===== config.mk =====
export PLATFORM = sky130hd
export DESIGN_NAME = bram_fetch
export DESIGN_NICKNAME = d
export VERILOG_FILES = /design/src/rtl/bram_fetch.sv
export SDC_FILE = /design/constraint.sdc
export NUM_CORES = 1
export LEC_CHECK = 0
export CAP_MARGIN = 30
export CELL_PAD_IN_SITES_DETAIL_PLACEMENT = 0
export CELL_PAD_IN_SITES_GLOBAL_PLACEMENT = 1
export CORE_ASPECT_RATIO = 1.25
export CORE_MARGIN = 2
export CORE_UTILIZATION = 48
export CTS_CLUSTER_SIZE = 25
export DETAILED_ROUTE_END_ITERATION = 7
export HOLD_SLACK_MARGIN = 0.02
export PLACE_DENSITY_LB_ADDON = 0.12
export SLEW_MARGIN = 15
export SYNTH_ARGS = -nofsm -noshare
export SYNTH_HDL_FRONTEND = slang
export SYNTH_SLANG_ARGS = --single-unit

===== constraint.sdc =====
create_clock -name clock -period 8.82 [get_ports clock]
set_input_delay 1.764 -clock clock [delete_from_list [all_inputs] [get_ports clock]]
set_output_delay 1.764 -clock clock [all_outputs]
set_load 0.01 [all_outputs]

===== src/rtl/bram_fetch.sv =====
// Sequential instruction prefetcher: issues word reads on a simple memory port
// and queues returned words, with their addresses, for an in-order consumer.
module bram_fetch #(
    parameter int unsigned fetch_depth = 4,
    parameter logic [31:0] start_addr  = 32'h0
) (
    input  logic        reset,
    input  logic        clock,
    input  logic        fetch_enable,
    input  logic        fetch_redirect,
    input  logic [31:0] fetch_target,
    input  logic        fetch_take,
    output logic        fetch_ready,
    output logic [31:0] fetch_rdata,
    output logic [31:0] fetch_pc,
    output logic        mem_valid,
    output logic        mem_instr,
    output logic [31:0] mem_addr,
    output logic [31:0] mem_wdata,
    output logic [3:0]  mem_wstrb,
    input  logic [31:0] mem_rdata,
    input  logic        mem_ready
);

    // state | meaning
    // IDLE  | no new requests; responses still in flight are buffered
    // FETCH | issuing sequential requests while buffer space allows
    // FLUSH | after a redirect, dropping stale responses until none remain
    typedef enum logic [1:0] {IDLE, FETCH, FLUSH} state_t;

    localparam int PW = $clog2(fetch_depth);
    localparam int CW = $clog2(fetch_depth) + 1;

    state_t        state, state_nxt;
    logic [31:0]   pc;
    logic [31:0]   resp_pc;
    logic [31:0]   target_word;
    logic [CW-1:0] count;
    logic [CW-1:0] outstanding;
    logic [CW-1:0] out_nxt;
    logic [CW:0]   occupancy;
    logic [PW-1:0] head;
    logic [PW-1:0] tail;
    logic [31:0]   ent_pc   [fetch_depth];
    logic [31:0]   ent_data [fetch_depth];
    logic          issue;
    logic          resp_hit;
    logic          push;
    logic          pop;
    logic          unused_target_lsbs;

    assign target_word        = {fetch_target[31:2], 2'b00};
    assign unused_target_lsbs = ^fetch_target[1:0];

    // Reserving space for in-flight requests means a response always has a free slot.
    assign occupancy = {1'b0, count} + {1'b0, outstanding};
    assign issue     = (state == FETCH) && fetch_enable && !fetch_redirect
                       && (occupancy < (CW+1)'(fetch_depth));
    // A response with nothing outstanding is left over from before a reset.
    assign resp_hit  = mem_ready && (outstanding != '0);
    assign push      = resp_hit && (state != FLUSH) && !fetch_redirect;
    assign pop       = fetch_take && (count != '0) && !fetch_redirect;
    assign out_nxt   = outstanding + CW'(issue) - CW'(resp_hit);

    always_comb begin
        state_nxt = state;
        if (fetch_redirect) begin
            state_nxt = (out_nxt != '0) ? FLUSH : FETCH;
        end else begin
            case (state)
                IDLE:    if (fetch_enable) state_nxt = FETCH;
                FETCH:   if (!fetch_enable) state_nxt = IDLE;
                FLUSH:   if (out_nxt == '0) state_nxt = fetch_enable ? FETCH : IDLE;
                default: state_nxt = IDLE;
            endcase
        end
    end

    always_ff @(posedge clock) begin
        if (reset) begin
            state       <= IDLE;
            pc          <= start_addr;
            resp_pc     <= start_addr;
            count       <= '0;
            outstanding <= '0;
            head        <= '0;
            tail        <= '0;
            mem_valid   <= 1'b0;
            mem_addr    <= 32'h0;
        end else begin
            state       <= state_nxt;
            outstanding <= out_nxt;
            mem_valid   <= issue;
            if (issue) mem_addr <= pc;
            if (fetch_redirect) begin
                pc      <= target_word;
                resp_pc <= target_word;
                count   <= '0;
                head    <= '0;
                tail    <= '0;
            end else begin
                if (issue) pc <= pc + 32'd4;
                // Responses return in order, so the next buffered address is just a running pc.
                if (push) begin
                    tail    <= tail + PW'(1);
                    resp_pc <= resp_pc + 32'd4;
                end
                if (pop) head <= head + PW'(1);
                if (push && !pop)      count <= count + CW'(1);
                else if (pop && !push) count <= count - CW'(1);
            end
        end
    end

    always_ff @(posedge clock) begin
        if (push) begin
            ent_pc[tail]   <= resp_pc;
            ent_data[tail] <= mem_rdata;
        end
    end

    assign fetch_ready = (count != '0);
    assign fetch_pc    = fetch_ready ? ent_pc[head]   : 32'h0;
    assign fetch_rdata = fetch_ready ? ent_data[head] : 32'h0;

    assign mem_instr = 1'b1;
    assign mem_wdata = 32'h0;
    assign mem_wstrb = 4'h0;

endmodule


Word-level counts from Yosys, hierarchy flattened
Memories as Yosys holds them, arrays and structs flattened. A register that Yosys moved wholly into a read port is not among the register bits.
Cells that the tools add are included.
- add/subtract/negate cells: 9
- reduce and logical (&&, ||, !) cells: 23
- order comparisons: 1
- eq/ne operators: 6
- mux-type cells: 21
- operator list (operator ; count):
    32-bit 2-to-1 mux ; 6
    32-bit by 3-bit adder with 32-bit output (second input constant) ; 2
    2-bit 2-to-1 mux ; 9
    1-bit logical AND ; 10
    3-bit inequality test (second input constant) ; 3
    3-bit nonzero test ; 3
    3-bit 2-to-1 mux ; 2
    2-bit one-hot mux with 3 select lines ; 1
    2-bit nonzero test ; 3
    2-bit by 1-bit adder with 2-bit output (second input constant) ; 2
    3-bit by 3-bit adder with 4-bit output ; 1
    4-bit by 3-bit < comparator with 1-bit output (second input constant) ; 1
    3-bit by 1-bit adder with 3-bit output ; 1
    3-bit by 1-bit adder with 3-bit output (second input constant) ; 1
    1-bit zero test ; 3
    3-bit zero test ; 1
    1-bit 2-to-1 mux ; 3
    3-bit AND reduction ; 1
    3-bit by 1-bit subtractor with 3-bit output ; 1
    3-bit by 1-bit subtractor with 3-bit output (second input constant) ; 1
    2-bit by 1-bit equality test with 1-bit output (second input constant) ; 1
    2-bit equality test (second input constant) ; 1
    2-bit zero test ; 1
    2-bit inequality test (second input constant) ; 1
    2-bit OR reduction ; 1
- output and inout bits: 135
- memories kept: 2
- memory bits (writable): 256
- input port bits: 70
- word-level logic and storage cells: 73
- flip-flop bits (word level): 109
- memories (name ; depth ; width ; read ports ; clocked after Yosys merged registers in ; wr ports ; RTL line ; source):
    ent_data ; 4 ; 32 ; 1 ; 1 ; 1 ; 45 ; logic [31:0] ent_data [fetch_depth];
    ent_pc ; 4 ; 32 ; 1 ; 1 ; 1 ; 44 ; logic [31:0] ent_pc [fetch_depth];

Logic depth before layout (Yosys ltp)
- depth in word-level cells: 10
- depth in mapped cells: 15
- depth with buffers taken out: 13

Worst setup path after synthesis
OpenSTA, ideal clock, no wires.
- path type: input to register
- from: input port fetch_redirect
- to: register state[0]
- stages: 14
- arrival: 4.491 ns
- required time: 8.750 ns
- library setup time: 0.070 ns
- path slack: 4.259 ns
- buffers on the path: 2
- cells stage by stage: or3b_1 nor3_4 inv_2 clkbuf_1 clkbuf_1 ha_1 inv_1 ha_1 fa_1 xnor2_1 xnor2_1 nor3_1 o21ai_0 a21oi_1
- cells in the longest elaborated chain, start to end: 8
- elaborated cells between the ends (all ways): 13
- classes of those cells: add/sub: 2; eq/ne: 3; mux: 2; reduce/logical: 6
- ends and longest elaborated chain (item ; RTL line ; source):
    start: declaration ; 10 ; input logic fetch_redirect,
    1-bit zero test ; 57 ; assign issue = (state == FETCH) && fetch_enable && !fetch_redirect
    1-bit logical AND ; 57 ;
    1-bit logical AND ; 58 ; && (occupancy < (CW+1)'(fetch_depth));
    3-bit by 1-bit adder with 3-bit output ; 63 ; assign out_nxt = outstanding + CW'(issue) - CW'(resp_hit);
    3-bit by 1-bit subtractor with 3-bit output ; 63 ;
    3-bit zero test or 3-bit nonzero test (tied branches) ; 73, 68 ;
    3-bit inequality test (no line) or 2-bit 2-to-1 mux (tied branches) ; - ;
    3-bit AND reduction (no line) or 2-bit 2-to-1 mux (tied branches) ; - ;
    end signal: assignment ; 91 ; state <= state_nxt;
    end: declaration ; 34 ; state_t state, state_nxt;
Parallel ways exist; a longest one is shown, timed or not.
A chain may end at the register's enable or synchronous reset.

==> results.toml <==
[drt]
via_count = 9004
post_drt_wl_per_cell_um = 19.21
dr.pass1.iters = 5
drc_errors = 0
drtIter0Drc = 551
ant_nets = 0
wl_mm = 31.66
drt-vias-per-instance = 5.464

[synthesis]
synthFlopType = "edfxtp_1"
synth_area_um2 = 14740
yosysTopAreaCellShare_pct = 50.51
yosys.cell_count.top_type = "edfxtp_1"
synth.largest_area_cell = "edfxtp_1"
synth_area_leaders = "edfxtp_1 (51%), dfxtp_1 (14%), mux4_2 (9.5%)"
yosys_warnings = 0
synth_common_cells = "edfxtp_1 (248), nand2_1 (106), dfxtp_1 (105), and2_1 (72), mux4_2 (62)"
syn_avg_cell_area_um2 = 13.86
synth_edf_count = 248
async_reset_ff_share_pct = 0
synth_cell_type_count = 58
synthCells = 1064
ys_ff_latch = 353
ys_seq_area_share_pct = 64.77

[clocking]
cts.sinks = 353
clockBufferDepth = 3
cts_buffers = 36
tritoncts = "yes"
root_buffer = "clkbuf_16"
path_clk_slew_ps = 60
clk_latency_ps = 520
cts_setup_buffers = 0
cts_resized = 0
cts_hold_buf = 0
cts_max_level = 2

[placement]
placed_area_um2 = 16580
dp_slack_ps = 3400
place_congestion = 0.8171
numPortBuffers = 161
dp_hpwl_mm = 19.61
dp_cells = 1582

[global_routing]
grt_pass1_vias = 8914
grt_use_total_pct = 19.75
grt_start_max_net_pins = 83
grt_overflow = 0
grt_pass1_wl_mm = 49.33
antenna_found_initial = 0

[power_and_ir_drop]
power_density_nw_per_um2 = 217.8
total_power_mw = 3.858
p_leak_nw = 5.841
peakVddDrop_mv = 0.1346

[layout]
fill_cells = 2451
areaGrowthSynthToFinish_pct = 20.16
seqCellArea_um2 = 9554
final_cells = 1648
final_net_count = 1305
drive_gt1_share_pct = 11.55
antenna_cells = 0
multi_input_area_um2 = 4765
fin_util_pct = 58.66
postLayoutCellArea_um2 = 17720

[setup_path]
arrival_ps = 3260
start_kind = "flop"
reg2reg_from = "outstanding[2]"
crit_chain = "buf_4 -> mux4_2 -> and2_1 -> clkdlybuf4s50_1"
end_kind = "output port"
crit_path_top_delay_cell = "dfxtp_4"
crit_cells = 4
critical_path_class = "flop to output port"
regToRegEndpoint = "state[0]"
critPathTopFamily = "buffers and inverters"
rr_worst_depth = 14
max_stage_delay_ps = 780
critPathRequiredTime_ps = 7060
cp_max_fo = 33
critical_path_buf_inv_count = 2
worst-r2r-setup-slack_ps = 5180

[timing]
clock_skew_ps = 11.73
tightest_slew_ps = 921.9
finalMaxSlewViolations = 0
rsz0062_at_grt = "false"
setup_tns_ps = 0
setup_viol = 0
setup_ws_ps = 3797
maxSlewHeadroom_pct = 38.54
hold_slack_ps = 451.4
period_needed_ps = 5023
max_clock_freq_mhz = 199.1
hold_viol_final = 0
period_share_pct = 56.95

[floorplanning]
pin_count = 205
dieHeight_um = 200.0
die_area_um2 = 32140
die_w_um = 160.8
rows = 71
core_um2 = 30200
start_util_pct = 48.82

[hold_path]
hold_end = "mem_addr[2]"
hold_start = "mem_addr[2]"
min-delay-path-class = "flop to flop"
hold_depth = 2

[status]
run_status = "finished clean"

[job]
max-cap-violations = 0
-- tightest hold or removal path, delay by kind of cell (launching register included) --
| kind | cells | cell delay (ps) |
|---|---|---|
| and+or+nand+nor | 1 | 50 |
| DFF | 1 | 300 |
| AOI/OAI and AO/OA | 1 | 50 |
-- logic make-up after synthesis --
kind of cell               Yosys count  synth area share (%)
DFF                                353                 64.77
xor gates and xnor gates            38                 2.257
other                                2               0.05094
and+or+nand+nor                    338                 11.85
muxes                               68                 9.895
adders and majority gates           13                 1.205
buffers and inverters              112                 3.997
AOI/OAI and AO/OA                  140                 5.983
-- how the worst max path moves through the flow --
stage                   start            to
5_1_grt                  flop  fetch_pc[20]
6_report                 flop   fetch_pc[4]
3_5_place_dp   fetch_redirect      state[0]
2_1_floorplan  fetch_redirect      state[0]
4_1_cts                  flop  fetch_pc[20]
3_3_place_gp   fetch_redirect      state[0]
-- report_power, final --
| group | switching [mW] | internal (mW) |
|---|---|---|
| Sequential | 0.0608 | 1.87 |
| Clock | 0.600 | 0.818 |
| Combinational | 0.261 | 0.249 |
| Total | 0.922 | 2.94 |
-- final cells by class --
type,instances,share of cell area [%]
clock buffers,47,5.558
clock inverters,16,0.6497
inverters,16,0.3390
multi-input cells,638,26.89
flip-flops and latches,353,53.93
well taps,401,2.832
repair buffers,177,9.802
-- flip-flops by register name, indices dropped and copies added, names as in the netlist, named ones only --
name,cells
ent_data,128
count,3
resp_pc,30
mem_valid,1
tail,2
head,2
outstanding,3
mem_addr,30
pc,30
ent_pc,120
state,2
-- placed cells by master (no fill, tap or decap), types with 5 or more instances in the layout --
| cell type | n |
|---|---|
| clkbuf_16 | 38 |
| xnor2_1 | 14 |
| a31oi_1 | 12 |
| a21boi_0 | 6 |
| mux4_2 | 62 |
| clkbuf_1 | 9 |
| a21oi_1 | 49 |
| clkinv_1 | 5 |
| nand3_1 | 33 |
| nand4_1 | 19 |
| buf_4 | 14 |
| clkinv_2 | 7 |
| dfxtp_1 | 103 |
| nor4_1 | 5 |
| and2_1 | 68 |
| ha_1 | 11 |
| edfxtp_1 | 248 |
| clkdlybuf4s50_1 | 160 |
| nand2_1 | 106 |
| a211oi_1 | 18 |
| conb_1 | 41 |
| nor2_1 | 47 |
| and4_1 | 10 |
| inv_1 | 13 |
| xor2_1 | 24 |
| nor3_1 | 6 |
| and3_1 | 15 |
| o21ai_0 | 23 |
-- per-layer routing --
| metal | track usage (%) | part of all wire [%] | vias to the layer above |
|---|---|---|---|
| li1 | - | - | 4215 |
| met1 | 26.08 | 44 | 4463 |
| met2 | 33.70 | 49 | 268 |
| met3 | 2.934 | 4.8 | 58 |
| met4 | 7.110 | 2.7 | 0 |
| met5 | 0 | 0 | - |
(Power assumes the default switching activity.)
